File: config.mk
export PLATFORM = sky130hd
export DESIGN_NAME = serial_adder
export DESIGN_NICKNAME = d
export VERILOG_FILES = /design/src/rtl/serial_adder.sv
export SDC_FILE = /design/constraint.sdc
export NUM_CORES = 1
export LEC_CHECK = 0
export BUFFER_PORTS_ARGS = -buffer_cell sky130_fd_sc_hd__buf_2
export CORE_ASPECT_RATIO = 0.7
export CORE_MARGIN = 5
export CORE_UTILIZATION = 49
export DETAILED_ROUTE_END_ITERATION = 10
export PLACE_DENSITY = 0.72
export REMOVE_ABC_BUFFERS = 1
export SYNTH_ARGS = -nofsm -noshare
export SYNTH_HDL_FRONTEND = slang
export SYNTH_SLANG_ARGS = --single-unit
File: constraint.sdc
create_clock -name clk -period 4.62 [get_ports clk]
set_clock_uncertainty 0.1 [all_clocks]
set_input_delay 0.462 -clock clk [delete_from_list [all_inputs] [get_ports clk]]
set_output_delay 0.462 -clock clk [all_outputs]
set_load 0.05 [all_outputs]
File: src/rtl/serial_adder.sv
// serial_adder: bit-serial WIDTH-bit adder computing a + b + cin, LSB first,
// with one full-adder cell and a carry flip-flop.
// Latency: done pulses WIDTH cycles after start is accepted; a start issued
// during the done cycle is accepted (one result per WIDTH+1 cycles).
// Backpressure: none. start is ignored while busy=1; sum/cout hold until the
// next completion.
//
// Ports:
//   clk   - rising-edge clock
//   rst   - asynchronous, active-high reset
//   start - request, sampled only while busy=0 (IDLE or DONE)
//   a, b  - operands, captured when start is accepted
//   cin   - carry-in, captured when start is accepted
//   busy  - high while bit steps are in progress
//   done  - one-cycle pulse when sum/cout (and ovf) become valid
//   sum   - result bits [WIDTH-1:0], held until the next completion
//   cout  - carry out of the MSB, held with sum
//   ovf   - signed overflow flag, held with sum
//           (port present only when SERIAL_ADDER_OVF_EN is defined)
//
// Optional feature macro: SERIAL_ADDER_OVF_EN

module serial_adder #(
  parameter int WIDTH = 8
) (
  input  logic             clk,
  input  logic             rst,
  input  logic             start,
  input  logic [WIDTH-1:0] a,
  input  logic [WIDTH-1:0] b,
  input  logic             cin,
  output logic             busy,
  output logic             done,
  output logic [WIDTH-1:0] sum,
  output logic             cout
`ifdef SERIAL_ADDER_OVF_EN
  ,
  output logic             ovf
`endif
);

  localparam int CNT_W = (WIDTH > 2) ? $clog2(WIDTH) : 1;
  localparam logic [CNT_W-1:0] CNT_LAST = CNT_W'(WIDTH - 1);

  typedef enum logic [1:0] {
    S_IDLE = 2'd0,
    S_RUN  = 2'd1,
    S_DONE = 2'd2
  } state_t;

  state_t state_q, state_d;

  logic [WIDTH-1:0] a_sh_q, a_sh_d;
  logic [WIDTH-1:0] b_sh_q, b_sh_d;
  logic [WIDTH-1:0] res_q,  res_d;
  logic             c_q,    c_d;
  logic [CNT_W-1:0] cnt_q,  cnt_d;
  logic [WIDTH-1:0] sum_q,  sum_d;
  logic             cout_q, cout_d;
`ifdef SERIAL_ADDER_OVF_EN
  logic             ovf_q,  ovf_d;
`endif

  // Single full-adder cell working on the current LSBs and the carry flop.
  logic fa_s;
  logic fa_c;

  assign fa_s = a_sh_q[0] ^ b_sh_q[0] ^ c_q;
  assign fa_c = (a_sh_q[0] & b_sh_q[0]) | (a_sh_q[0] & c_q) | (b_sh_q[0] & c_q);

  always_ff @(posedge clk or posedge rst) begin
    if (rst) begin
      state_q <= S_IDLE;
      a_sh_q  <= '0;
      b_sh_q  <= '0;
      res_q   <= '0;
      c_q     <= 1'b0;
      cnt_q   <= '0;
      sum_q   <= '0;
      cout_q  <= 1'b0;
`ifdef SERIAL_ADDER_OVF_EN
      ovf_q   <= 1'b0;
`endif
    end else begin
      state_q <= state_d;
      a_sh_q  <= a_sh_d;
      b_sh_q  <= b_sh_d;
      res_q   <= res_d;
      c_q     <= c_d;
      cnt_q   <= cnt_d;
      sum_q   <= sum_d;
      cout_q  <= cout_d;
`ifdef SERIAL_ADDER_OVF_EN
      ovf_q   <= ovf_d;
`endif
    end
  end

  always_comb begin
    state_d = state_q;
    a_sh_d  = a_sh_q;
    b_sh_d  = b_sh_q;
    res_d   = res_q;
    c_d     = c_q;
    cnt_d   = cnt_q;
    sum_d   = sum_q;
    cout_d  = cout_q;
`ifdef SERIAL_ADDER_OVF_EN
    ovf_d   = ovf_q;
`endif

    case (state_q)
      S_IDLE, S_DONE: begin
        // Both non-busy states accept a request; DONE falls back to IDLE
        // otherwise, which limits done to a single cycle.
        if (start) begin
          a_sh_d  = a;
          b_sh_d  = b;
          c_d     = cin;
          cnt_d   = '0;
          res_d   = '0;
          state_d = S_RUN;
        end else begin
          state_d = S_IDLE;
        end
      end

      S_RUN: begin
        a_sh_d = a_sh_q >> 1;
        b_sh_d = b_sh_q >> 1;
        c_d    = fa_c;
        // Sum bits enter at the MSB so that after WIDTH steps the first
        // (LSB) bit has travelled down to position 0.
        res_d  = {fa_s, res_q[WIDTH-1:1]};
        cnt_d  = cnt_q + CNT_W'(1);
        if (cnt_q == CNT_LAST) begin
          // Publish the completed word directly from the shifter input so
          // sum never exposes a partially built result.
          sum_d   = {fa_s, res_q[WIDTH-1:1]};
          cout_d  = fa_c;
`ifdef SERIAL_ADDER_OVF_EN
          // c_q is the carry into the MSB during the last step.
          ovf_d   = c_q ^ fa_c;
`endif
          state_d = S_DONE;
        end
      end

      default: begin
        state_d = S_IDLE;
      end
    endcase
  end

  assign busy = (state_q == S_RUN);
  assign done = (state_q == S_DONE);
  assign sum  = sum_q;
  assign cout = cout_q;
`ifdef SERIAL_ADDER_OVF_EN
  assign ovf  = ovf_q;
`endif

endmodule

Word-level counts from Yosys, hierarchy flattened
Cells that the tools add are included.

operators by class
  add/sub/neg operators = 1
  eq/ne operators = 5
  muxes and demuxes = 13
  bitwise gates (word level) = 7
  reduce and logical (&&, ||, !) cells = 5

operator list
  cell                                                                      count
  8-bit case mux with 2 select lines                                        3
  8-bit two-way mux                                                         3
  3-bit case mux with 2 select lines                                        1
  2-bit case mux with 2 select lines                                        1
  2-bit AND reduction                                                       2
  3-bit by 1-bit adder with 3-bit output (second input constant)            1
  1-bit AND                                                                 3
  3-bit == test (second input constant)                                     1
  3-bit two-way mux                                                         1
  2-bit by 1-bit == test with 1-bit output (second input constant)          1
  2-bit == test (second input constant)                                     1
  2-bit zero test                                                           1
  1-bit two-way mux                                                         2
  2-bit two-way mux                                                         1
  2-bit by 1-bit inequality test with 1-bit output (second input constant)  1
  2-bit inequality test (second input constant)                             1
  1-bit bitwise OR                                                          2
  1-bit case mux with 2 select lines                                        1
  2-bit nonzero test                                                        1
  2-bit OR reduction                                                        1
  1-bit XOR                                                                 2

word-level totals
  bits in registers = 39
  input port bits = 20
  output and inout port bits = 11
  logic and storage cells = 39

Logic depth before layout (Yosys ltp)
Gate-level depths: netlist of the first run.

  word-level depth = 4
  depth in mapped cells = 7
  gate-level depth less buffers = 4

Least setup slack after synthesis of the first run
No wires, ideal clock.

  path kind = reg2out
  from = register state_q[0]
  to = output done
  arrival = 1.255 ns
  data required time = 4.058 ns
  path slack = 2.803 ns
  cell stages (with the launch flop) = 3
  buffers on the path = 1
  cell sequence = dfrtp_1 buf_4 nor2b_1

on the way
  cells in the longest elaborated chain, start to end = 1

RTL lines
  item                    line  RTL
  from (decl)             51    state_t state_q, state_d;
  from (signal assigned)  85    state_q <= state_d;
  2-bit == test           156   assign done = (state_q == S_DONE);
  to (decl)               33    output logic done,

No other way between the ends.

Worst setup path after layout of the first run
  from = register state_q[0]
  to = output busy

on the way
  cells in the longest elaborated chain, start to end = 1

RTL lines
  item                                      line  RTL
  2-bit by 1-bit == test with 1-bit output  155   assign busy = (state_q == S_RUN);
  to (decl)                                 32    output logic busy,

No other way between the ends.

==> out/qor.yml, run 1 <==
status: "complete, no violations"
route.detailed.drc: 0
dieHeight_um: 58.9
area_delta_synth_final_pct: 13.8
ys_warn_count: 0
arrival_ns: 1.59
num-nets-final: 184
cts_resized: 0
drt_first_pass_iters: 4
synthDistinctLibCells: 24
fin_tns_setup_ns: 0
path_cells: "nand2b_4 -> clkinv_4 -> buf_2"
total_power_mw: 1.46
finalHoldViolCount: 0
maxSlewHeadroom_pct: 17.5
die_x_um: 79.8
syn_inst: 132
cp_top_family: "flip-flops"
grtUsageTotal_pct: 15.0
clkTransAtPathRegs_ns: 0.07
tightest_slew_ns: 1.24
port_buffers: 30
end_kind: "output pin"
grt_pass1_vias: 1106
start_util_pct: 52.1
rsz0062_at_grt: "no"
via_count: 1131
fmax_mhz: 464
grt_pass1_wl_um: 5250
yosysSeqAreaShare_pct: 56.8
wl_um: 3080
gp_congestion: 0.793
reg2regPathDepth: 3
drtIter0Drc: 65
die-area_um2: 4700
crit_slowest_cell: "dfrtp_1"
hpwl_um: 2130
wl_per_cell_um: 14.9
clock-sinks: 38
ios: 31
slowest_delay_ns: 0.56
reg2reg_slack_ns: 2.48
antenna_found_initial: 0
r2r_start: "state_q[0]$_DFFE_PP0P_"
startpoint_type: "flip-flop"
postCtsHoldBufs: 0
ys_top_cells_by_area: "dfrtp_1 (57%), mux2_4 (8.1%), a22o_1 (5.8%)"
drive_gt1_share_pct: 33.1
grt_max_degree: 39
cap_viol_max_count: 0
critPathBufInv: 2
clock_latency_ns: 0.29
hold_path_class: "primary input to async pin"
cts_max_level: 2
period_needed_ns: 2.15
cts_root_buf: "clkbuf_8"
ant_nets: 0
power_density_nw_per_um2: 768
row_count: 17
yosys.area.top_type_share_pct: 56.8
nFillCells: 275
coreArea_um2: 3210
cts_made_buffers: 5
cp.required_ns: 4.06
cts_tree: "done"
p_leak_nw: 0.911
setup_violations: 0
critPathKind: "flip-flop to output pin"
cts_setup_buffers: 0
via_per_inst: 5.46
period_share_pct: 46.6
irDropWorstVdd_mv: 0.319
clock_path_buffers: 2
syn_area_um2: 1670
worst_r2r_endpoint: "res_q[5]$_DFFE_PP0P_"
synth.avg_cell_area_um2: 12.7
n_antenna_cell: 0
yosys.area.top_type: "dfrtp_1"
crit_fanout: 23
grt_overflow_total: 0
slew_violations: 0
synth-seq-cells: 38
## state kept, by name (all words and copies together), names as in the netlist
name / count
cnt_q: 3
b_sh_q: 8
sum: 8
c_q: 1
cout: 1
res_q: 7
a_sh_q: 8
state_q: 2
## worst reg2reg max path, cell delays in order, from the launching register on
cell,delay (ns)
dfrtp_1,0.51
nor2b_1,1.00
nor2_4,0.17
a22o_1,0.25
## area by class of cell
| type | instances | area [µm²] | area share (%) |
|---|---|---|---|
| Inverter | 3 | 16.3 | 0.855 |
| Tap cell | 47 | 58.8 | 3.09 |
| Clock buffer | 6 | 82.6 | 4.34 |
| Timing Repair Buffer | 31 | 158 | 8.28 |
| Sequential cell | 38 | 951 | 50.0 |
| Multi-Input combinational cell | 82 | 637 | 33.5 |
## cells in the mapped netlist
cell      instances
o21ai_0           2
inv_1             2
dfrtp_1          38
nor2_1           14
nand2_8           1
mux2i_1           2
a22o_1           11
nor2b_1           4
nand3_1           1
nand2b_2          1
o22ai_1          13
a21oi_1           2
buf_6             3
mux2_2            2
buf_4             2
fa_1              1
ha_1              2
nand2b_4          1
nor2_4            1
a211oi_1          2
clkinv_4          1
mux2_4            9
buf_2             4
nor3_1           13
## per-layer routing
metal,global-route usage [%],part of all wire (%)
met2,21.3,44
met5,0,0
met1,20.7,47
met4,7.23,1.9
met3,4.89,7.5
## logic make-up after synthesis
kind of cell | Yosys count | synth area share (%)
flops | 38 | 56.8
simple gates | 36 | 12.0
compound gates | 30 | 12.7
mux | 13 | 10.6
buf+inv | 12 | 5.09
fa+ha+maj | 3 | 2.69
## worst max path at each step
stage	from	end	slack, ns	cells after the start
floorplan	state_q[0]$_DFFE_PP0P_	done	2.85	1
global placement	start	res_q[2]$_DFFE_PP0P_	2.54	4
detailed placement	start	res_q[5]$_DFFE_PP0P_	2.41	4
CTS	state_q[1]$_DFFE_PP0P_	busy	2.47	3
global route	state_q[0]$_DFFE_PP0P_	res_q[5]$_DFFE_PP0P_	2.36	3
finish	state_q[0]$_DFFE_PP0P_	busy	2.47	3
## per-stage QoR
step / std cells / utilization, % / instance area (µm²) / hold WS (ns) / setup WS, ns
2_1_floorplan: 123 / - / 1600 / 0.365 / 2.85
3_3_place_gp: 201 / 56.7 / 1820 / 0.390 / 2.54
3_5_place_dp: 201 / 56.7 / 1820 / 0.394 / 2.41
4_1_cts: 207 / 59.3 / 1900 / 0.186 / 2.47
5_1_grt: 207 / 59.3 / 1900 / 0.226 / 2.36
6_report: 207 / 59.3 / 1900 / 0.165 / 2.47
## placed cells by master, fill, tap and decap left out
cell       n
clkbuf_8   6
clkinv_4   1
o22ai_1   13
nand2b_2   1
fa_1       1
ha_1       2
buf_2     30
nand2b_4   1
nor3_1    13
nand3_1    1
nor2b_1    4
a22o_1    11
a21oi_1    2
mux2_4     9
o21ai_0    2
mux2_2     2
dfrtp_1   38
nor2_1    14
buf_4      1
nor2_4     1
inv_1      2
nand2_8    1
a211oi_1   2
mux2i_1    2
## where the power goes
| part | internal (mW) | switching [mW] | leakage, nW |
|---|---|---|---|
| Combinational | 0.259 | 0.383 | 0.399 |
| Clock | 0.115 | 0.105 | 0.0431 |
| Sequential | 0.487 | 0.111 | 0.469 |
| Total | 0.862 | 0.599 | 0.911 |
Power figures use the tool's default switching activity.
==> inputs of run 2 (changes only) <==
==> constraint.sdc (replaced) <==
create_clock -name clk -period 2.1 [get_ports clk]
set_clock_uncertainty 0.1 [all_clocks]
set_input_delay 0.21 -clock clk [delete_from_list [all_inputs] [get_ports clk]]
set_output_delay 0.21 -clock clk [all_outputs]
set_load 0.05 [all_outputs]
==> out/qor.yml, run 2 (synthesis gave the netlist of run 1 again) <==
startpoint_type: "flip-flop"
dpl_cell_area_um2: 1830
wl_per_cell_um: 14.5
reg2reg_slack_ns: 0.19
dieHeight_um: 58.9
end_kind: "flip-flop"
cts_made_buffers: 5
reg2regPathDepth: 3
cts_resized: 0
period_needed_ns: 1.91
wl_um: 3060
die_x_um: 79.8
final_cell_mix: "dfrtp_1 (38), buf_2 (30), nor2_1 (14), o22ai_1 (13), nor3_1 (13)"
total_power_mw: 3.31
area_delta_synth_final_pct: 16.5
drt_first_pass_iters: 4
layout_commonest_cell: "dfrtp_1"
route.detailed.drc: 0
grt_pass1_wl_um: 5060
power_density_nw_per_um2: 1700
critPathCapture: "a_sh_q[7]$_DFFE_PP0P_"
cts_setup_buffers: 0
cp.required_ns: 2.17
clkTransAtPathRegs_ns: 0.07
cap_viol_max_count: 0
period_share_pct: 90.8
antenna_found_initial: 0
port_buffers: 30
clock-sinks: 38
clock_path_buffers: 2
fmax_mhz: 524
status: "complete, no violations"
row_count: 17
grt.met1_usage_pct: 18.5
ios: 31
num-nets-final: 186
tightest_slew_ns: 1.19
coreArea_um2: 3210
dp_slack_ns: 0.195
drive_gt1_share_pct: 34.1
grt_overflow_total: 0
grtUsageTotal_pct: 14.2
clock_latency_ns: 0.28
cts_root_buf: "clkbuf_8"
finalHoldViolCount: 0
drtIter0Drc: 64
n_antenna_cell: 0
gp_congestion: 0.804
setup_violations: 0
grt_pass1_vias: 1153
cts_max_level: 2
slew_violations: 0
critPathKind: "flip-flop to flip-flop"
setup.worst_path.start: "state_q[0]$_DFFE_PP0P_"
via_count: 1133
ant_nets: 0
fin_area_um2: 1950
via_per_inst: 5.37
grt_busiest_layer: "met2"
hpwl_um: 2070
hold_path_class: "primary input to flip-flop"
maxSlewHeadroom_pct: 20.4
slowest_delay_ns: 0.91
irDropWorstVdd_mv: 0.684
start_util_pct: 52.1
rsz0062_at_grt: "no"
crit_slowest_cell: "nor2b_1"
setup_ws_ns: 0.193
p_leak_nw: 0.934
arrival_ns: 1.98
fin_tns_setup_ns: 0
groute.layer.met3.usage_pct: 4.74
path_cells: "nor2b_1 -> nor2_4 -> a22o_1"
worst_r2r_endpoint: "a_sh_q[7]$_DFFE_PP0P_"
cts_tree: "done"
final_util_pct: 60.7
crit_fanout: 16
met2_usage_pct: 22.0
r2r_start: "state_q[0]$_DFFE_PP0P_"
die-area_um2: 4700
grt_max_degree: 39
-- run 2: changes by cell type in the layout (fill, tap and decap cells not counted), sizes merged --
| cell | previous run | this run |
|---|---|---|
| buf | 31 | 32 |
| dlygate4sd3 | 0 | 1 |
| clkbuf | 6 | 8 |
-- run 2: worst min-delay path by stage --
stage	endpoint	cells after the start	from	slack [ns]
finish	b_sh_q[7]$_DFFE_PP0P_	2	b[7]	0.07
global route	a_sh_q[7]$_DFFE_PP0P_	2	a[7]	0.06
CTS	b_sh_q[7]$_DFFE_PP0P_	2	b[7]	0.06
detailed placement	sum[0]$_DFFE_PP0P_	3	rst	0.25
global placement	sum[0]$_DFFE_PP0P_	3	rst	0.24
floorplan	a_sh_q[7]$_DFFE_PP0P_	1	a[7]	0.25
-- run 2: through the flow --
step / hold WS [ns] / cells
6_report: 0.0705 / 211
5_1_grt: 0.0594 / 211
3_3_place_gp: 0.235 / 202
4_1_cts: 0.0563 / 211
3_5_place_dp: 0.246 / 202
2_1_floorplan: 0.250 / 123
-- run 2: report_power, final --
group	leakage, nW	internal, mW	switching, mW
clock network	0.0575	0.331	0.236
registers	0.469	1.07	0.215
logic	0.408	0.581	0.870
-- run 2: area by class of cell --
type,instances,area (µm²)
well taps,47,58.8
fillers,265,1260
clock buffers,8,110
repair buffers,33,175
flip-flops and latches,38,951
multi-input cells,82,637
inverters,3,16.3
-- run 2: timing repair --
action	CTS	global route
setup endpoints to repair	0	0
hold endpoints to repair	38	0
hold buffers	1	0
-- run 2: layer usage --
layer	part of all wire, %	vias up
li1	-	546
met1	50	541
met2	43	42
met3	6.3	4
met4	0.98	0
met5	0	-
-- run 2: critical path, delay by kind of cell (launching register included) --
kind	cells	cell delay, ns
AO/OA/AOI/OAI	1	0.24
flip-flops	1	0.38
AND/OR/NAND/NOR	2	1.08
